$ cat config.mk
export PLATFORM = sky130hd
export DESIGN_NAME = ps2_host_tx_ctrl
export DESIGN_NICKNAME = d
export VERILOG_FILES = /design/src/rtl/ps2_host_tx_ctrl.sv
export SDC_FILE = /design/constraint.sdc
export NUM_CORES = 1
export LEC_CHECK = 0
export CAP_MARGIN = 25
export CORE_AREA = 2 2 91 93
export CTS_CLUSTER_SIZE = 25
export DETAILED_ROUTE_END_ITERATION = 6
export DIE_AREA = 0 0 93 95
export HOLD_SLACK_MARGIN = 0.12
export PLACE_DENSITY = 0.58
export SYNTH_ARGS = -nofsm -noshare
export SYNTH_HDL_FRONTEND = slang
export SYNTH_SLANG_ARGS = --single-unit
$ cat constraint.sdc
create_clock -name hclk -period 2.3 [get_ports hclk]
set_input_delay 0.345 -clock hclk [delete_from_list [all_inputs] [get_ports hclk]]
set_output_delay 0.345 -clock hclk [all_outputs]
set_load 0.02 [all_outputs]
$ cat src/rtl/ps2_host_tx_ctrl.sv
// ps2_host_tx_ctrl: PS/2 host-to-device command sequencer.
// Inhibit, RTS, 11-bit shift on device clocks, ACK check, response wait.
module ps2_host_tx_ctrl #(
  parameter int INHIBIT_CYC = 10000,
  parameter int TIMEOUT_CYC = 2000000,
  parameter int MAX_RETRY   = 2
) (
  input  logic       hclk,
  input  logic       hresetn,
  input  logic       cmd_valid_i,
  input  logic [7:0] cmd_data_i,
  output logic       cmd_ready_o,
  input  logic       ps2_clk_i,
  input  logic       ps2_dat_i,
  output logic       ps2_clk_oe_o,
  output logic       ps2_dat_oe_o,
  input  logic       rx_valid_i,
  input  logic [7:0] rx_data_i,
  output logic       rx_hold_o,
  output logic       busy_o,
  output logic       done_o,
  output logic       err_o,
  output logic [1:0] err_code_o
);
  localparam int MAXC = (INHIBIT_CYC > TIMEOUT_CYC) ?
                        INHIBIT_CYC : TIMEOUT_CYC;
  localparam int CW = $clog2(MAXC + 1);
  localparam int RW = $clog2(MAX_RETRY + 2);
  localparam logic [CW-1:0] INH_END = CW'(INHIBIT_CYC - 1);
  localparam logic [CW-1:0] TO_END  = CW'(TIMEOUT_CYC - 1);
  localparam logic [RW-1:0] RTY_MAX = RW'(MAX_RETRY);

  typedef enum logic [2:0] {
    S_IDLE,
    S_INH,
    S_RTS,
    S_SHIFT,
    S_WAIT
  } state_t;

  state_t r_state, w_next;

  logic [2:0]    r_csync;
  logic [1:0]    r_dsync;
  logic [CW-1:0] r_cnt;
  logic [7:0]    r_byte;
  logic          r_par;
  logic [RW-1:0] r_retry;
  logic [3:0]    r_n;
  logic          r_bit;
  logic          r_done;
  logic          r_err;
  logic [1:0]    r_code;

  logic       w_fe;
  logic       w_dat;
  logic       w_to;
  logic       w_accept;
  logic       w_retry;
  logic       w_done;
  logic       w_err;
  logic [1:0] w_code;
  logic       w_bit;

  assign w_fe  = r_csync[2] & ~r_csync[1];
  assign w_dat = r_dsync[1];
  assign w_to  = (r_state == S_SHIFT || r_state == S_WAIT) &&
                 (r_cnt == TO_END);

  always_comb begin
    w_next   = r_state;
    w_accept = 1'b0;
    w_retry  = 1'b0;
    w_done   = 1'b0;
    w_err    = 1'b0;
    w_code   = 2'd0;
    unique case (r_state)
      S_IDLE: begin
        if (cmd_valid_i) begin
          w_accept = 1'b1;
          w_next   = S_INH;
        end
      end
      S_INH: begin
        if (r_cnt == INH_END) w_next = S_RTS;
      end
      S_RTS: w_next = S_SHIFT;
      S_SHIFT: begin
        if (w_to) begin
          w_err  = 1'b1;
          w_code = 2'd2;
          w_next = S_IDLE;
        end else if (w_fe && r_n == 4'd10) begin
          if (w_dat) begin
            w_err  = 1'b1;
            w_code = 2'd1;
            w_next = S_IDLE;
          end else begin
            w_next = S_WAIT;
          end
        end
      end
      S_WAIT: begin
        if (w_to) begin
          w_err  = 1'b1;
          w_code = 2'd2;
          w_next = S_IDLE;
        end else if (rx_valid_i) begin
          if (rx_data_i == 8'hFA) begin
            w_done = 1'b1;
            w_next = S_IDLE;
          end else if (rx_data_i == 8'hFE) begin
            if (r_retry < RTY_MAX) begin
              w_retry = 1'b1;
              w_next  = S_INH;
            end else begin
              w_err  = 1'b1;
              w_code = 2'd3;
              w_next = S_IDLE;
            end
          end
        end
      end
      default: w_next = S_IDLE;
    endcase
  end

  // Line value to set up after the current falling edge (bit n = r_n + 1)
  always_comb begin
    w_bit = 1'b0;
    unique case (1'b1)
      (r_n < 4'd8):  w_bit = ~r_byte[r_n[2:0]];
      (r_n == 4'd8): w_bit = ~r_par;
      default:       w_bit = 1'b0;
    endcase
  end

  always_ff @(posedge hclk or negedge hresetn) begin
    if (!hresetn) r_state <= S_IDLE;
    else          r_state <= w_next;
  end

  always_ff @(posedge hclk or negedge hresetn) begin
    if (!hresetn) begin
      r_csync <= 3'b111;
      r_dsync <= 2'b11;
      r_cnt   <= '0;
      r_byte  <= '0;
      r_par   <= 1'b0;
      r_retry <= '0;
      r_n     <= '0;
      r_bit   <= 1'b0;
      r_done  <= 1'b0;
      r_err   <= 1'b0;
      r_code  <= 2'd0;
    end else begin
      r_csync <= {r_csync[1:0], ps2_clk_i};
      r_dsync <= {r_dsync[0], ps2_dat_i};
      r_done  <= w_done;
      r_err   <= w_err;
      if (w_next != r_state || (r_state == S_SHIFT && w_fe))
        r_cnt <= '0;
      else if (r_state != S_IDLE)
        r_cnt <= r_cnt + 1'b1;
      if (w_accept) begin
        r_byte  <= cmd_data_i;
        r_par   <= ~^cmd_data_i;
        r_retry <= '0;
        r_code  <= 2'd0;
      end
      if (w_retry) r_retry <= r_retry + 1'b1;
      if (w_err)   r_code  <= w_code;
      if (r_state == S_RTS) begin
        r_n   <= '0;
        r_bit <= 1'b1;
      end else if (r_state == S_SHIFT && w_fe && r_n != 4'd10) begin
        r_n   <= r_n + 1'b1;
        r_bit <= w_bit;
      end
    end
  end

  assign cmd_ready_o  = (r_state == S_IDLE);
  assign busy_o       = (r_state != S_IDLE);
  assign rx_hold_o    = (r_state != S_IDLE) && (r_state != S_WAIT);
  assign ps2_clk_oe_o = (r_state == S_INH) || (r_state == S_RTS);
  assign ps2_dat_oe_o = (r_state == S_RTS) ||
                        (r_state == S_SHIFT && r_bit && !w_to);
  assign done_o       = r_done;
  assign err_o        = r_err;
  assign err_code_o   = r_code;

endmodule
==> results.md <==
- CTS clock-pin slew for the worst setup and hold paths: 90 ps
- Initial Utilization: 33.7%
- Die Width: 93 um
- Synth Register Bits: 49
- Die Outline Area: 8840 um2
- Average routed wire per standard cell: 14.1 um
- Core Box Area: ~7900 um2
- Category of cells accounting for the largest share of critical-path delay: simple AND/OR/NAND/NOR gates
- Clk sink count: 49
- Static leakage: 1.39 nW
- Net count after synthesis: 279
- Grt ovf: 0
- Crit path kind: flop to output port
- Fmax achieved: 0.451 GHz
- Post-synthesis share of cell area spent on and, or, nand and nor gates: between 20% and 30%
- Peak ir drop on the vdd network: 0.193 mV
- Insertion delay to the later sink of the worst-skew pair: 310 ps
- Wire length of the first global-routing pass: around 10,000 um
- Final cycle utilization of the critical path: 96.3%
- Largest family of logic cells by synthesized area: simple AND/OR/NAND/NOR gates
- Max_slew headroom: 58.8%
- Die span in y: 95 um
- Number of H-tree levels: 2
- Cell area after placement: 3220 um2
- # diodes: 0
- WP buf/inv: 1
- Chain of cells forming the critical path: nor4b_4, nand4_2, or4_4, nand2_2, a21oi_2, buf_6
- Type of the worst min-delay path: flop to flop
- Post-Route Setup TNS: 0 ps
- Maximum Capacitance Violations: 0
- Worst hold path startpoint: r_dsync[0]
- End point of the worst hold path: r_dsync[1]
- DRC: 0
- Maximum clock insertion buffer count: 2
- Count of final setup violators: 0
- Number of cell instances on the worst register-to-register path: 8
- Top-level I/O count: 31
- CP Launch Type: flop
- Slew Limit Fails: 0
- Clock tree root buffer cell: clkbuf_8
- Hold Vio Cnt, Final: 0
- Area Overhead vs Synth: 26.2%
- Slowest cell on the critical path: or4_4
- Setup repair after global routing missed its margin: true
- Clock tree from TritonCTS: built
- Result of the run: finished, final reports clean
- Final HPWL from detailed placement: 4280 um
- Synth unique cells: 45
- Number of clock buffers inserted by TritonCTS: 5
- Xor and xnor area share after synthesis: 10.2%
- Netlist area before placement: 2670 um2
- Design Area, Final: between 3000 and 4000 um2
- Power per unit of standard cell area: approximately 660 nW/um2
- Detail-routed via count per cell: around 5.0
- Critical Path Sink Type: output port
- Count of placed standard cells including taps: between 400 and 500
- Cell count after synthesis: around 250
- Fraction of layout instances using a drive strength above 1: 23.1%
- Most frequently used flop master after synthesis: dfrtp_1
- Slack of the worst reg-to-reg path: 170 ps
- Mean instance size in the synthesized netlist: 10.6 um2
- Tmin final: 2220 ps
- Number of I/O port buffers: 30
- Number of detailed-route iterations in the first pass: 4
- Share of the synthesized area in compound gates (AO/OA/AOI/OAI): 6.88%
- Maximum number of pins on one net before global-route repair: 27
- All-Layer GR Usage: 14.6%
- Placement Rows: 33
- WL final: 5830 um
- Transition time at the pin with the least slew margin: 617 ps
- Reg2Reg Capture Point: r_cnt[12]
- Mux cell area share after synthesis: under 10%
- Vias in the first global route: 2,138
- Hold Path Cell Cnt: 0
- Number of synthesis warnings: 0
- Source of the worst register-to-register timing path: r_cnt[14]
- Arrival @ worst endpoint: 1870 ps
- Post-Synth Adder-Cell Area: roughly 1.9%
- Post-synthesis sequential area ratio: 46.1%
- Critical Path Fanout Max: 2
- Residual antenna-violating net count after detailed routing: 0
- Worst slack on hold paths: 360 ps
- Non-filler cells, final: 412
- Antenna violations before repair: 0
- Routability Congestion: approximately 0.85
- Final worst clock skew: 16.1 ps
- Via count: 2,063
- Iteration-0 DRC count of the detailed router: 103
- Number of flops mapped to enable cells by yosys: 0
- Synth async-reset ratio: 100%
- Net count, final: around 330
- Max incr delay on CP: roughly 450 ps
- Worst EP required: roughly 2000 ps
[how the worst max path moves through the flow]
stage	from	to	slack, ps	cells after the start
2_1_floorplan	r_n[0]	r_cnt[10]	290	10
3_3_place_gp	r_cnt[11]	ps2_dat_oe_o	-30	6
3_5_place_dp	r_cnt[11]	ps2_dat_oe_o	-30	6
6_report	r_cnt[14]	ps2_dat_oe_o	80	6
4_1_cts	r_cnt[11]	ps2_dat_oe_o	40	6
5_1_grt	r_cnt[14]	r_cnt[18]	-0.9	8
[placed cells by master (no fill, tap or decap), types with 2 or more instances in the layout]
cell type	count
o21ai_0	10
buf_4	26
nand2_1	20
nor3_1	5
a21oi_2	2
ha_1	4
and3_1	4
clkdlybuf4s50_1	27
nand3_1	10
nor4_1	22
nand4_1	9
xnor2_1	14
a31oi_1	2
o31ai_1	3
buf_12	3
nor2_1	19
nor4_4	2
dfrtp_1	43
mux2_2	9
inv_1	6
xor2_1	17
clkbuf_8	6
nor2b_1	3
a21oi_1	6
dfstp_2	5
mux4_2	2
[synth_stat cells, types with 2 or more instances]
cell	number	area, um2
dfrtp_1	44	1100
nor4_1	22	138
nand2_1	21	78.8
nor2_1	20	75.1
xor2_1	17	149
xnor2_1	14	123
nand3_1	10	50.1
o21ai_0	10	50.1
mux2_2	9	101
nand4_1	9	56.3
buf_6	8	90.1
a21oi_1	7	35.0
inv_1	6	22.5
dfstp_2	5	131
nor3_1	5	25.0
and3_1	4	25.0
ha_1	4	50.1
nor2b_1	3	18.8
o31ai_1	3	22.5
a31oi_1	2	12.5
buf_4	2	15.0
dlygate4sd1_1	2	17.5
mux4_2	2	45.0
nor4_2	2	25.0
or3_1	2	12.5
[where the power goes]
part	internal, mW	switching (mW)
clock network	0.354	0.296
logic	0.267	0.199
registers	1.02	0.107
total	1.64	0.601
[final cells by class]
| cell class | instances | area, um2 |
|---|---|---|
| Clock inverter | 2 | 37.5 |
| Inverter | 6 | 22.5 |
| Sequential cell | 49 | 1230 |
| Clock buffer | 6 | 82.6 |
| Fill cell | 767 | 4550 |
| Multi-Input combinational cell | 184 | 1310 |
| Timing Repair Buffer | 60 | 561 |
| Tap cell | 105 | 131 |
[per-stage QoR]
step	setup slack, ps	util [%]	power (mW)
detailed placement	-27.7	40.6	1.61
floorplan	286	-	1.42
global route	-0.871	42.6	2.38
CTS	41.6	42.3	2.26
finish	84.4	42.6	2.24
global placement	-27.5	40.6	1.59
[state kept, by name, indices dropped and copies added, names as in the netlist]
| signal | cells |
|---|---|
| r_cnt | 21 |
| r_retry | 2 |
| r_dsync | 2 |
| r_state | 3 |
| r_n | 4 |
| r_byte | 8 |
| err_o | 1 |
| r_par | 1 |
| r_bit | 1 |
| r_csync | 3 |
| done_o | 1 |
| err_code_o | 2 |
[timing repair]
action,in CTS,in global routing
gates resized for setup,8,6
hold endpoints to repair,20,0
setup endpoints to repair,5,6
hold buffers,1,0
buffers inserted,0,0
pin swaps,0,2
cloned,0,0
[metal layers]
layer,global-route usage (%),vias up,wire length [um]
li1,-,1013,-
met1,19.5,1012,2830
met2,25.0,32,2790
met3,2.08,6,142
met4,3.68,0,63
met5,0,-,0
[logic make-up (layout without fill, tap and decap cells)]
logic type	count (synthesis)	in the layout
xor+xnor	31	31
compound gates	29	29
fa+ha+maj	4	4
simple gates	108	108
mux	12	12
flops	49	49
buf+inv	20	74
Note: power is estimated with default switching activity, not from simulation.
==> RTL change (same settings) <==
Register the output `err_o` once more, without a reset; this adds one clock of latency there. The other outputs are not delayed to match.
--- a/src/rtl/ps2_host_tx_ctrl.sv
+++ b/src/rtl/ps2_host_tx_ctrl.sv
@@ -189,3 +189,5 @@
   assign done_o       = r_done;
-  assign err_o        = r_err;
+  always_ff @(posedge hclk) begin
+    err_o <= r_err;
+  end
   assign err_code_o   = r_code;
Function: no difference found for any inputs over 10 cycles, from zero or initial values and one cycle with hresetn low; that may be too few to reach the edited logic, so the function may still have changed.
==> RTL change against the original RTL <==
- count of clock-buffer cells in the layout down 1
- sequential cell count up 1
- worst setup slack worse by 0.057 ns
- sequential share of layout area down 2.6 points
- power down 2.7%
- highest routed layer unchanged
- routed wire length down 0.79%
- synthesized area up 2.6%
- first-iteration DRC count down 14%
- design area up 9.3%
==> RTL change: results (changes against the original RTL) <==
* Hold Path Class: in -> async
* Drt total wl at 5780 microns (-0.79%)
* DR vias/cell at 5.01 (about the same)
* Run status: completed
* Worst skew pair latency at 0.32 ns
* Netlist cell types at 51 (+13%)
* # fillers at 749 (-2.3%)
* Worst path top cell family by delay: simple AND/OR/NAND/NOR gates
* Slowest cell delay on critical path at 0.38 ns (-0.07 ns)
* Area contributors post-synth: dfrtp_1 40%, nor4_2 9.1%, xnor2_1 6.7%
* Placer Congestion at 0.780 (-8.3%)
* Htree depth at 2 (unchanged)
* Max cap viols at 0 (unchanged)
* Layout cell share with drive strength beyond 1 at 0.327 (+0.0958)
* Final Max Slew Viols at 0 (unchanged)
* Max Fanout on Critical Path at 9 (+7)
* Peak supply drop at 0.000205 V (+6.4%)
* Maximum clock insertion buffer count at 2 (unchanged)
* Synth top area share at 0.401 (-0.0105)
* TritonCTS buffer count at 5 (unchanged)
* CTS root buf: clkbuf_8
* Syn nets at 277 (-0.72%)
* First-pass GRT wire length at 10100 microns (-1.9%)
* Commonest cells in the synthesized netlist: 44 x dfrtp_1, 23 x nand2_1, 21 x xnor2_1
* Leakage at 1.49 nW (+7.7%)
* Initial antenna violation count at 0 (unchanged)
* Yosys warns at 0 (unchanged)
* Largest net degree at the start of global routing at 50 (+85%)
* First drt pass iteration count at 4 (unchanged)
* Post-synth ARST share at 0.980 (-0.0200)
* Total GRT Usage at 0.144 (-0.00172)
* Sequential area share after synthesis at 0.456 (-0.00447)
* CP Data Arrival Time at 2.49 ns (+0.62 ns)
* 1st-iter DRT viols at 89 (-14%)
* Min Tclk post-route at 2.27 ns (+0.0565 ns)
* Clock slew at reported path FFs at 0.10 ns
* Biggest regs: r_cnt x21, r_byte x8, r_n x4
* Slowest cell on crit path: mux2_4
* Nets at 346 (+4.2%)
* Primary FF master, synth: dfrtp_1
* HPWL after DPL at 4180 microns (-2.4%)
* DP Worst Slack at -0.156 ns (-0.128 ns)
* Vias in the first global route at 2073 (-3.0%)
* Port Buf Inserts at 30 (unchanged)
* Max-Slew Margin vs Limit at 0.577 (-0.0113)
* Reg2Reg Setup Slack at 0.03 ns (-0.14 ns)
* Layout Utilization at 0.465 (+0.0395)
* Clock Skew at 0.0134 ns (-0.00272 ns)
* Number of antenna diodes at 0 (unchanged)
[RTL change: final timing paths]
check,startpoint,to,depth (start not counted)
max reg2reg,r_cnt[0],r_cnt[19],10
max,r_cnt[0],r_cnt[19],10
max in group asynchronous,hresetn,r_cnt[19],2
min reg2reg,r_err,err_o,0
min in group hclk,r_err,err_o,0
min,hresetn,r_cnt[6],2
[RTL change: layout make-up]
cell class | count | area [sq um] | share of cell area
Multi-Input combinational cell | 184 | 1510 | 0.408
Sequential cell | 50 | 1250 | 0.340
Timing Repair Buffer | 71 | 651 | 0.177
Tap cell | 105 | 131 | 0.0356
Clock buffer | 5 | 68.8 | 0.0187
Clock inverter | 3 | 47.5 | 0.0129
Inverter | 8 | 30.0 | 0.00815
[RTL change: logic make-up (layout without fill, tap and decap cells)]
group | after synthesis | count (layout) | synth area share
buffers and inverters | 17 | 87 | 0.0319
xor gates and xnor gates | 30 | 30 | 0.0958
muxes | 12 | 12 | 0.0584
and+or+nand+nor | 118 | 118 | 0.286
DFF | 50 | 50 | 0.456
AOI/OAI and AO/OA | 20 | 20 | 0.0534
adders and majority gates | 4 | 4 | 0.0182
[RTL change: layer usage]
layer	share of wire	global-route usage
met1	0.48	0.198
met2	0.47	0.234
met3	0.030	0.0215
met4	0.015	0.0478
met5	0	0
[RTL change: where the power goes]
part | switching, W | leakage [nW] | internal (W)
Sequential | 0.0000420 | 0.642 | 0.000968
Clock | 0.000322 | 0.0587 | 0.000330
Combinational | 0.000232 | 0.792 | 0.000283
Total | 0.000596 | 1.49 | 0.00158
[RTL change: what timing repair did]
| action | in CTS | in global routing |
|---|---|---|
| buffers inserted | 1 | 1 |
| pin swaps | 2 | 0 |
| gates resized for setup | 15 | 8 |
| cloned | 0 | 0 |
| endpoints found under the setup margin | 25 | 22 |
[RTL change: metrics by stage]
step	power (W)	cell area (sq um)	setup TNS [ns]	std cells	hold WS (ns)
floorplan	0.00128	2740	0	251	0.0494
global placement	0.00151	3470	-2.62	416	0.325
detailed placement	0.00152	3470	-2.90	416	0.328
CTS	0.00219	3630	0	425	0.146
global route	0.00231	3690	-1.22	426	0.172
finish	0.00218	3690	0	426	0.120
